<file path="config.mk">
export PLATFORM = sky130hd
export DESIGN_NAME = alu_share_arb
export DESIGN_NICKNAME = d
export VERILOG_FILES = /design/src/rtl/alu_share_arb.sv
export SDC_FILE = /design/constraint.sdc
export NUM_CORES = 1
export LEC_CHECK = 0
export ABC_AREA = 1
export BUFFER_PORTS_ARGS = -buffer_cell sky130_fd_sc_hd__buf_2
export CAP_MARGIN = 10
export CORE_ASPECT_RATIO = 1.2
export CORE_MARGIN = 2
export CORE_UTILIZATION = 42
export CTS_BUF_LIST = sky130_fd_sc_hd__clkbuf_4 sky130_fd_sc_hd__clkbuf_8
export CTS_CLUSTER_SIZE = 16
export DETAILED_ROUTE_END_ITERATION = 8
export PLACE_DENSITY_LB_ADDON = 0.2
export SYNTH_ARGS = -nofsm -noshare
export SYNTH_HDL_FRONTEND = slang
export SYNTH_SLANG_ARGS = --single-unit
</file>
<file path="constraint.sdc">
create_clock -name clk -period 3.3 [get_ports clk]
set_input_delay 0.66 -clock clk [delete_from_list [all_inputs] [get_ports clk]]
set_output_delay 0.66 -clock clk [all_outputs]
set_load 0.03 [all_outputs]
</file>
<file path="src/rtl/alu_share_arb.sv">
// alu_share_arb: two requesters share one 32-bit ALU through a 3-state
// accept / execute / respond sequencer with fixed or round-robin arbitration.
//
// Ports:
//   clk, rst_n                      clock, async active-low reset
//   reqN_valid_in / reqN_ready_o    requester N handshake (N = 0, 1)
//   reqN_a_in, reqN_b_in            requester N operands
//   reqN_op_in                      ALU control (000 add, 001 sub, 010 and,
//                                   011 or, 101 slt, others give 0)
//   rsp_valid_o / rsp_ready_in      response handshake
//   rsp_id_o                        requester the response belongs to
//   rsp_result_o, rsp_flags_o       ALU result and flags {Z,N,V,C}
//   ops_count_o                     completed responses, wraps at 2^16

module alu_core (
    input  logic [31:0] a,
    input  logic [31:0] b,
    input  logic [2:0]  op,
    output logic [31:0] result,
    output logic [3:0]  flags
);
    logic        is_arith;
    logic        is_and;
    logic        is_or;
    logic        is_slt;
    logic [31:0] b_eff;
    logic [32:0] sum;
    logic        v;
    logic        c;

    assign is_arith = (op[2:1] == 2'b00);
    assign is_and   = (op == 3'b010);
    assign is_or    = (op == 3'b011);
    assign is_slt   = (op == 3'b101);

    // Subtract is A + ~B + 1, so carry means "no borrow".
    assign b_eff = op[0] ? ~b : b;
    assign sum   = {1'b0, a} + {1'b0, b_eff} + {32'd0, op[0]};

    always_comb begin
        result = '0;
        unique case (1'b1)
            is_arith: result = sum[31:0];
            is_and:   result = a & b;
            is_or:    result = a | b;
            is_slt:   result = {31'd0, $signed(a) < $signed(b)};
            default:  result = '0;
        endcase
    end

    // Overflow: both addends share a sign that the sum does not.
    assign v = is_arith & (a[31] == b_eff[31]) & (sum[31] != a[31]);
    assign c = is_arith & sum[32];

    assign flags = {result == '0, result[31], v, c};
endmodule

module alu_share_arb #(
    parameter bit FIXED_PRIO = 1'b0
) (
    input  logic        clk,
    input  logic        rst_n,
    input  logic        req0_valid_in,
    output logic        req0_ready_o,
    input  logic [31:0] req0_a_in,
    input  logic [31:0] req0_b_in,
    input  logic [2:0]  req0_op_in,
    input  logic        req1_valid_in,
    output logic        req1_ready_o,
    input  logic [31:0] req1_a_in,
    input  logic [31:0] req1_b_in,
    input  logic [2:0]  req1_op_in,
    output logic        rsp_valid_o,
    input  logic        rsp_ready_in,
    output logic        rsp_id_o,
    output logic [31:0] rsp_result_o,
    output logic [3:0]  rsp_flags_o,
    output logic [15:0] ops_count_o
);
    typedef enum logic [1:0] {
        IDLE = 2'd0,
        EXEC = 2'd1,
        RESP = 2'd2
    } state_t;

    state_t      state_q;
    state_t      state_d;
    logic        last_grant_q;
    logic [31:0] a_q;
    logic [31:0] b_q;
    logic [2:0]  op_q;
    logic        id_q;
    logic        rsp_id_q;
    logic [31:0] rsp_result_q;
    logic [3:0]  rsp_flags_q;
    logic [15:0] ops_count_q;

    logic        any_valid;
    logic        win;
    logic        accept;
    logic        rsp_done;
    logic [31:0] alu_result;
    logic [3:0]  alu_flags;

    assign any_valid = req0_valid_in | req1_valid_in;
    assign accept    = (state_q == IDLE) & any_valid;
    assign rsp_done  = (state_q == RESP) & rsp_ready_in;

    // Winner id; on a tie round-robin favours whoever lost last time.
    always_comb begin
        win = 1'b0;
        if (req0_valid_in && req1_valid_in)
            win = FIXED_PRIO ? 1'b0 : ~last_grant_q;
        else
            win = ~req0_valid_in;
    end

    always_ff @(posedge clk or negedge rst_n) begin
        if (!rst_n)
            state_q <= IDLE;
        else
            state_q <= state_d;
    end

    always_comb begin
        state_d = state_q;
        unique case (state_q)
            IDLE:    if (any_valid) state_d = EXEC;
            EXEC:    state_d = RESP;
            RESP:    if (rsp_ready_in) state_d = IDLE;
            default: state_d = IDLE;
        endcase
    end

    always_comb begin
        req0_ready_o = accept & ~win;
        req1_ready_o = accept & win;
        rsp_valid_o  = (state_q == RESP);
        rsp_id_o     = rsp_id_q;
        rsp_result_o = rsp_result_q;
        rsp_flags_o  = rsp_flags_q;
        ops_count_o  = ops_count_q;
    end

    alu_core u_alu (
        .a      (a_q),
        .b      (b_q),
        .op     (op_q),
        .result (alu_result),
        .flags  (alu_flags)
    );

    always_ff @(posedge clk or negedge rst_n) begin
        if (!rst_n) begin
            last_grant_q <= 1'b1;
            a_q          <= '0;
            b_q          <= '0;
            op_q         <= '0;
            id_q         <= 1'b0;
            rsp_id_q     <= 1'b0;
            rsp_result_q <= '0;
            rsp_flags_q  <= '0;
            ops_count_q  <= '0;
        end else begin
            if (accept) begin
                a_q          <= win ? req1_a_in : req0_a_in;
                b_q          <= win ? req1_b_in : req0_b_in;
                op_q         <= win ? req1_op_in : req0_op_in;
                id_q         <= win;
                last_grant_q <= win;
            end
            if (state_q == EXEC) begin
                rsp_id_q     <= id_q;
                rsp_result_q <= alu_result;
                rsp_flags_q  <= alu_flags;
            end
            if (rsp_done)
                ops_count_q <= ops_count_q + 16'd1;
        end
    end
endmodule

</file>
**Yosys cells after proc, flatten, opt, wreduce, memory -nomap -nowiden**

Index checks and enable logic that the tools add are counted.

- Equal/unequal tests: 9
- Magnitude comparators: 1
- Muxes and demuxes: 9
- Bitwise operators: 14
- Reduce and logical (&&, ||, !) cells: 5
- Add/subtract/negate cells: 3

Operators by type and width:

| operator | number |
|---|---|
| $pmux W32 S4 | 1 |
| $mux W32 | 3 |
| $add A32 B32 Y33 | 1 |
| $add A33 B1 Y33 | 1 |
| $and A32 B32 Y32 | 1 |
| $logic_not A32 Y1 | 1 |
| $lt A32 B32 Y1 | 1 |
| $not A32 Y32 | 1 |
| $or A32 B32 Y32 | 1 |
| $add A16 B1 Y16 const B | 1 |
| $and A1 B1 Y1 | 7 |
| $eq A3 B2 Y1 const B | 2 |
| $pmux W2 S3 | 1 |
| $logic_not A2 Y1 | 2 |
| $mux W2 | 2 |
| $eq A3 B3 Y1 const B | 1 |
| $mux W3 | 1 |
| $not A1 Y1 | 3 |
| $eq A2 B1 Y1 const B | 1 |
| $eq A2 B2 Y1 const B | 1 |
| $ne A2 B1 Y1 const B | 1 |
| $ne A2 B2 Y1 const B | 1 |
| $reduce_and A2 Y1 | 1 |
| $eq A1 B1 Y1 | 1 |
| 4 further kinds | 4 |

- Bits of input ports: 139
- Flip-flop bits (word level): 124
- Output and inout bits: 56

**Longest topological paths before layout**

Gate-level depths: netlist of the first run.

- Depth after elaboration: 6
- Gate-level depth with buffers: 22
- Mapped depth without buffers: 22

**Cells and area by module**

A second synthesis of the first run with hierarchy kept.

- Cell total of the unflattened synthesis: 1515
- Area total of the unflattened synthesis: 10746.6 sq um

By module, submodules not included:

| module | times used | sequential area each (sq um) | cells each | area an instance (sq um) |
|---|---|---|---|---|
| alu_core | 1 | 0.0 | 963 | 5504.0 |
| alu_share_arb | 1 | 3104.2 | 552 | 5242.5 |

**Worst setup path before layout of the first run**

Ideal clock, no wire load.

- Path type: register -> register
- Start: register op_q[0]
- End: register rsp_flags_q[3], in the netlist rsp_flags_o[3]
- Data arrival time: 2.514 ns
- Period minus slack after synthesis: 2.579 ns
- Path buffers: 2
- Cell stages (with the launch flop): 20
- Path slack: 0.721 ns
- Cell sequence: dfrtp_1 -> buf_4 -> buf_1 -> xor2_1 -> ha_1 -> nand2_2 -> inv_1 -> nand2_1 -> nand2_1 -> a21oi_1 -> nor2_1 -> nor2_2 -> nand3_1 -> nand3_1 -> nand2_1 -> nor2_1 -> nand2_1 -> nor2_1 -> nand3_1 -> nand2_1

- Longest elaborated chain between the ends: 5
- Elaborated cells between the ends (all ways): 8
- Classes of those cells: 2 x add/sub; 3 x eq/ne; 2 x mux; 1 x reduce/logical

RTL lines:

| what | line | text |
|---|---|---|
| start: declaration | 91 | `logic [2:0] op_q;` |
| start signal: assignment | 168 | `op_q <= win ? req1_op_in : req0_op_in;` |
| $mux W32 | 37 | `assign b_eff = op[0] ? ~b : b;` |
| $add A32 B32 Y33 | 38 | `assign sum = {1'b0, a} + {1'b0, b_eff} + {32'd0, op[0]};` |
| $add A33 B1 Y33 | 38 |  |
| $pmux W32 S4 (*) | 42 | `unique case (1'b1)` |
| $logic_not A32 Y1 (*) | 55 | `assign flags = {result == '0, result[31], v, c};` |
| end signal: assignment | 175 | `rsp_flags_q <= alu_flags;` |
| end: declaration | 95 | `logic [3:0] rsp_flags_q;` |

Every way passes the cells marked *; elsewhere a longest branch is shown, timed or not.
A chain may end at the register's enable or synchronous reset.

**Final worst setup path of the first run**

Same ends and word-level chain as after synthesis.

==> impl_metrics.json, run 1 <==
{
  "slew_violations": 0,
  "hold_violations": 0,
  "dp_hpwl_um": 25940,
  "synthSimpleGateAreaFrac_pct": 28.83,
  "core_area_mm2": 0.02451,
  "io_pins": 195,
  "num_rows": 63,
  "avgSynthCellArea_um2": 7.167,
  "ant_nets": 0,
  "vias": 9714,
  "mostFrequentLayoutCells": "nand2_1 (411), inv_1 (209), buf_2 (193)",
  "arrival_ns": 3.46,
  "grt_overflow": 0,
  "cp_slowest_cell": "dfrtp_4",
  "tightestPinTransition_ns": 0.9193,
  "synth-adder-area-share_pct": 16.43,
  "clock-sinks": 123,
  "cp-start-kind": "flop",
  "fin_nets": 1916,
  "synth_top_family_by_area": "simple AND/OR/NAND/NOR gates",
  "endpoint_kind": "flop",
  "max_freq_mhz": 328.5,
  "fin_tns_setup_ns": 0,
  "yosysUniqueCellTypes": 39,
  "drv_cap": 0,
  "synthXorXnorAreaFrac_pct": 3.958,
  "crit_fanout": 20,
  "yosysWarningCount": 0,
  "clock_latency_ns": 0.48,
  "outcome": "finished, final reports clean",
  "drtIter0Drc": 500,
  "synth_mux_area_share_pct": 0.1083,
  "grt_max_degree": 71,
  "slew_headroom_pct": 38.07,
  "clk_pin_slew_ns": 0.08,
  "synth_compound_area_share_pct": 11.24,
  "netlist_instances": 1451,
  "critical_path_required_ns": 3.72,
  "min_period_ns": 3.044,
  "synth_area_mm2": 0.01040,
  "grt_pass1_vias": 9523,
  "synth_nets": 1726,
  "grtUsageTotal_pct": 24.92,
  "antenna_found_initial": 0,
  "wl_um": 31690,
  "clockBufferDepth": 2,
  "place_congestion": 0.9598,
  "crit_type": "flop to flop",
  "portBuffers": 194,
  "setup_viol": 0,
  "die_height_um": 176.4,
  "yosysSeqAreaShare_pct": 29.61,
  "clock_skew_ns": 0.008374,
  "cts_tree": "done",
  "dr.pass1.iters": 5,
  "rsz0062_at_grt": "no",
  "min_period_over_period_pct": 92.25,
  "diodes": 0,
  "layout-drive-gt1-share_pct": 19.77,
  "worstHoldPathType": "input port to flop",
  "async_flop_share_pct": 100.0,
  "synth-edff-count": 0,
  "clockRootBuffer": "clkbuf_8",
  "syn_to_final_growth_pct": 17.44,
  "htree_levels": 4,
  "via_per_inst": 4.909,
  "synth-main-ff-cell": "dfrtp_1",
  "max_stage_delay_ns": 0.59,
  "routedWlPerCell_um": 16.01,
  "drcViolationCount": 0,
  "layout_commonest_cell": "nand2_1",
  "synth_seq_cells": 123,
  "grt_pass1_wl_um": 50540,
  "die-width_um": 147.7,
  "start_util_pct": 42.42,
  "die_area_mm2": 0.02604,
  "cts_made_buffers": 17,
  "crit_path_cell_trace": "buf_12, xor2_1, ha_1, nand2_2, inv_1, a21oi_2, nand2_1, a21oi_1, nand3_1, nand3_2, nand2_1, nor2_1, nand3_1, nor2_1, nand3_1, nand2_1"
}
==> what timing repair did <==
| action | in CTS | in global routing |
|---|---|---|
| hold endpoints to repair | 4 | 0 |
| setup buffers | 0 | 6 |
| hold buffers | 1 | 0 |
| gates resized for setup | 0 | 1 |
| setup endpoints to repair | 0 | 1 |
==> through the flow <==
stage / hold slack, ns / setup slack, ns / cells / cell area, um2 / util [%]
detailed placement: 0.4635 / 0.1637 / 1940 / 11740 / 47.88
CTS: 0.3683 / 0.1447 / 1973 / 12170 / 49.63
floorplan: 0.3644 / 0.7208 / 1451 / 10400 / -
finish: 0.4005 / 0.2558 / 1979 / 12210 / 49.82
global route: 0.3880 / 0.05359 / 1979 / 12210 / 49.82
global placement: 0.4622 / 0.1385 / 1940 / 11740 / 47.88
==> per-layer routing <==
metal  global-route usage [%]  routed length, um
met1                    35.53              15530
met3                    3.773               1462
met5                        0                  0
met2                    38.41              13850
met4                    8.814                834
==> synth_stat cells (2+ instances only) <==
cell,count,area [um2]
nand2_1,411,1543
inv_1,209,784.5
ha_1,135,1689
dfrtp_1,122,3053
nor2_1,116,435.4
nand3_1,74,370.4
o211ai_1,68,510.5
a21oi_1,54,270.3
xor2_1,39,341.6
o21ai_0,31,155.2
nand2_2,25,156.4
clkbuf_1,23,86.33
a31oi_1,16,100.1
inv_2,14,52.55
nand4_1,12,75.07
nor2_2,12,75.07
buf_2,10,50.05
nand3_2,9,90.09
nand3b_1,9,67.56
o21bai_1,9,67.56
nor3_1,8,40.04
xnor2_1,8,70.07
nor3_2,6,60.06
buf_1,5,18.77
buf_4,4,30.03
or2_2,4,25.02
a21oi_2,3,26.28
nor2_4,3,33.78
a21boi_0,2,15.01
==> cell families (layout without fill, tap and decap cells) <==
kind of cell,count (synthesis),after routing
flops,123,123
compound gates,186,186
simple gates,693,693
fa+ha+maj,136,136
buf+inv,265,468
xor+xnor,47,47
mux,1,1
==> state kept, by name (all words and copies together) (netlist names) <==
name / count
rsp_id_o: 1
rsp_result_o: 31
last_grant_q: 1
a_q: 32
rsp_flags_o: 4
ops_count_o: 16
b_q: 32
state_q: 2
id_q: 1
op_q: 3
==> worst max-delay path, delay by kind of cell (launching register included) <==
family                     cells  cell delay, ns
DFF                            1            0.59
and+or+nand+nor               10            1.06
AOI/OAI and AO/OA              2            0.50
adders and majority gates      1            0.39
xor gates and xnor gates       1            0.17
buffers and inverters          2            0.27
==> path summary, 6_finish.rpt <==
path                            cells past startpoint                to             from  slack (ns)
worst max-delay path                               16    rsp_flags_o[3]          op_q[0]        0.26
min in group asynchronous                           2  rsp_result_o[10]            rst_n        0.53
worst min-delay path                                3           b_q[17]    req0_b_in[17]        0.40
worst max register to register                     16    rsp_flags_o[3]          op_q[0]        0.26
max in group asynchronous                           3           op_q[0]            rst_n        1.87
worst min register to register                      1   ops_count_o[15]  ops_count_o[15]        0.47
==> layout make-up <==
type	count	area, um2
clock inverter	14	171.4
tap	325	406.6
inverter	223	837.1
fill	2521	12300
sequential	123	3083
clock buffer	18	247.7
timing repair buffer	213	1144
multi-input combinational	1063	6325
Power of run 1 is not shown: default switching activity piles up to over one toggle a cycle in this logic, so the estimate is an artifact.
==> run 2: changes to the inputs <==
--- a/config.mk
+++ b/config.mk
@@ -14,6 +14,7 @@
 export CTS_BUF_LIST = sky130_fd_sc_hd__clkbuf_4 sky130_fd_sc_hd__clkbuf_8
 export CTS_CLUSTER_SIZE = 16
 export DETAILED_ROUTE_END_ITERATION = 8
+export MAX_ROUTING_LAYER = met4
 export PLACE_DENSITY_LB_ADDON = 0.2
 export SYNTH_ARGS = -nofsm -noshare
 export SYNTH_HDL_FRONTEND = slang
==> run 2 against run 1 <==
First-iteration DRC count rose by 5.2%. Non-clock buffer count fell by 4. Global-route usage rose by 0.90 points. Count of clock-buffer cells in the layout did not move. Wire length rose by 1.5%. Core utilization fell by 0.32 points. Sequential cell count did not move. Critical path depth rose by 1. Die area did not move. Via count rose by 1.4%. Largest cell class unchanged.
==> impl_metrics.json, run 2 (synthesized netlist as in run 1, its figures left out) <==
{
  "outcome": "finished, final reports clean",
  "antenna_found_initial": 0,
  "drv_cap": 0,
  "clockRootBuffer": "clkbuf_8",
  "min_period_over_period_pct": 93.58,
  "ant_nets": 0,
  "drtIter0Drc": 526,
  "vias": 9852,
  "clockBufferDepth": 2,
  "arrival_ns": 3.50,
  "setup_viol": 0,
  "grt_pass1_wl_um": 50800,
  "dr.pass1.iters": 7,
  "critical_path_required_ns": 3.71,
  "worstHoldPathType": "input port to flop",
  "crit_type": "flop to flop",
  "tightestPinTransition_ns": 0.9526,
  "fin_nets": 1912,
  "num_rows": 63,
  "layout_commonest_cell": "nand2_1",
  "cts_made_buffers": 17,
  "endpoint_kind": "flop",
  "nFillCells": 2505,
  "crit_fanout": 20,
  "die_height_um": 176.4,
  "core_area_mm2": 0.02451,
  "die-width_um": 147.7,
  "clock_latency_ns": 0.48,
  "cts_tree": "done",
  "hold_violations": 0,
  "dp_hpwl_um": 26400,
  "clock-sinks": 123,
  "rsz0062_at_grt": "no",
  "via_per_inst": 4.988,
  "clock_skew_ns": 0.01230,
  "drcViolationCount": 0,
  "die_area_mm2": 0.02604,
  "place_congestion": 0.9869,
  "clk_pin_slew_ns": 0.08,
  "multi_input_area_mm2": 0.006325,
  "fin_tns_setup_ns": 0,
  "slew_headroom_pct": 35.82,
  "grt_pass1_vias": 9465,
  "grtUsageTotal_pct": 25.82,
  "cp-start-kind": "flop",
  "mostFrequentLayoutCells": "nand2_1 (411), inv_1 (209), buf_2 (193)",
  "seq_area_mm2": 0.003083,
  "start_util_pct": 42.42,
  "routedWlPerCell_um": 16.28,
  "grt_max_degree": 71,
  "slew_violations": 0,
  "htree_levels": 4,
  "max_freq_mhz": 323.8,
  "diodes": 0,
  "syn_to_final_growth_pct": 16.70,
  "portBuffers": 194,
  "io_pins": 195,
  "layout-drive-gt1-share_pct": 19.58,
  "min_period_ns": 3.088,
  "grt_overflow": 0,
  "wl_um": 32150
}
## run 2: cell types whose count changed in the layout (fill, tap and decap cells not counted)
| cell | before | now |
|---|---|---|
| buf_4 | 17 | 13 |
| bufinv_16 | 3 | 1 |
| clkinvlp_4 | 6 | 4 |
| clkinv_2 | 2 | 4 |
| clkinv_4 | 2 | 4 |
## run 2: final timing paths
check                                 from         endpoint  slack (ns)  depth (start not counted)
setup / recovery                   op_q[0]   rsp_flags_o[3]        0.21                         17
min in group asynchronous            rst_n  rsp_result_o[7]        0.54                          2
setup reg to reg                   op_q[0]   rsp_flags_o[3]        0.21                         17
hold / removal                req0_a_in[7]           a_q[7]        0.40                          3
hold reg to reg            ops_count_o[15]  ops_count_o[15]        0.47                          1
max in group asynchronous            rst_n          op_q[0]        1.86                          3
## run 2: worst max-delay path, stage by stage, from the launching register on
cell and delay (ns):
dfrtp_4 0.62, buf_12 0.23, xor2_1 0.17, ha_1 0.45, nand2_2 0.15, nor2_4 0.14
inv_2 0.05, nor2_4 0.10, nand3_1 0.16, nand3_1 0.12, nand2_1 0.06, nand3_1 0.11
nand2_1 0.07, nor2_1 0.15, nand3_1 0.09, nor2_1 0.21, nand3_1 0.11, nand2_1 0.06
## run 2: cell type report
cell class,instances,area share (%)
clock buffers,18,2.041
multi-input cells,1063,52.11
flip-flops and latches,123,25.40
clock inverters,14,1.021
inverters,223,6.897
well taps,325,3.351
repair buffers,209,9.175
## run 2: repair_timing
item / in CTS / in global routing
resized for setup: 0 / 1
setup buffers: 0 / 0
hold buffers: 1 / 0
hold endpoints to repair: 4 / 0
endpoints found under the setup margin: 0 / 1
## run 2: stage by stage
| stage | setup WS [ns] | hold WS, ns | std cells | util [%] | instance area, um2 |
|---|---|---|---|---|---|
| after global placement | 0.1704 | 0.4631 | 1942 | 47.94 | 11750 |
| after detailed placement | 0.2153 | 0.4595 | 1942 | 47.94 | 11750 |
| final | 0.2118 | 0.4046 | 1975 | 49.51 | 12140 |
| after global routing | 0.03854 | 0.3999 | 1975 | 49.51 | 12140 |
| after floorplan | 0.7208 | 0.3644 | 1451 | - | 10400 |
| after CTS | 0.1952 | 0.3864 | 1975 | 49.50 | 12130 |
## run 2: per-layer routing
metal  global-route usage, %  vias to the layer above  part of all wire (%)
met2                   38.90                      297                    43
met3                   3.333                       56                   4.7
met5                       -                        -                     0
met1                   35.38                     4510                    49
li1                        -                     4989                     -
met4                   10.06                        0                   3.3
Power of run 2 is left out for the same reason.
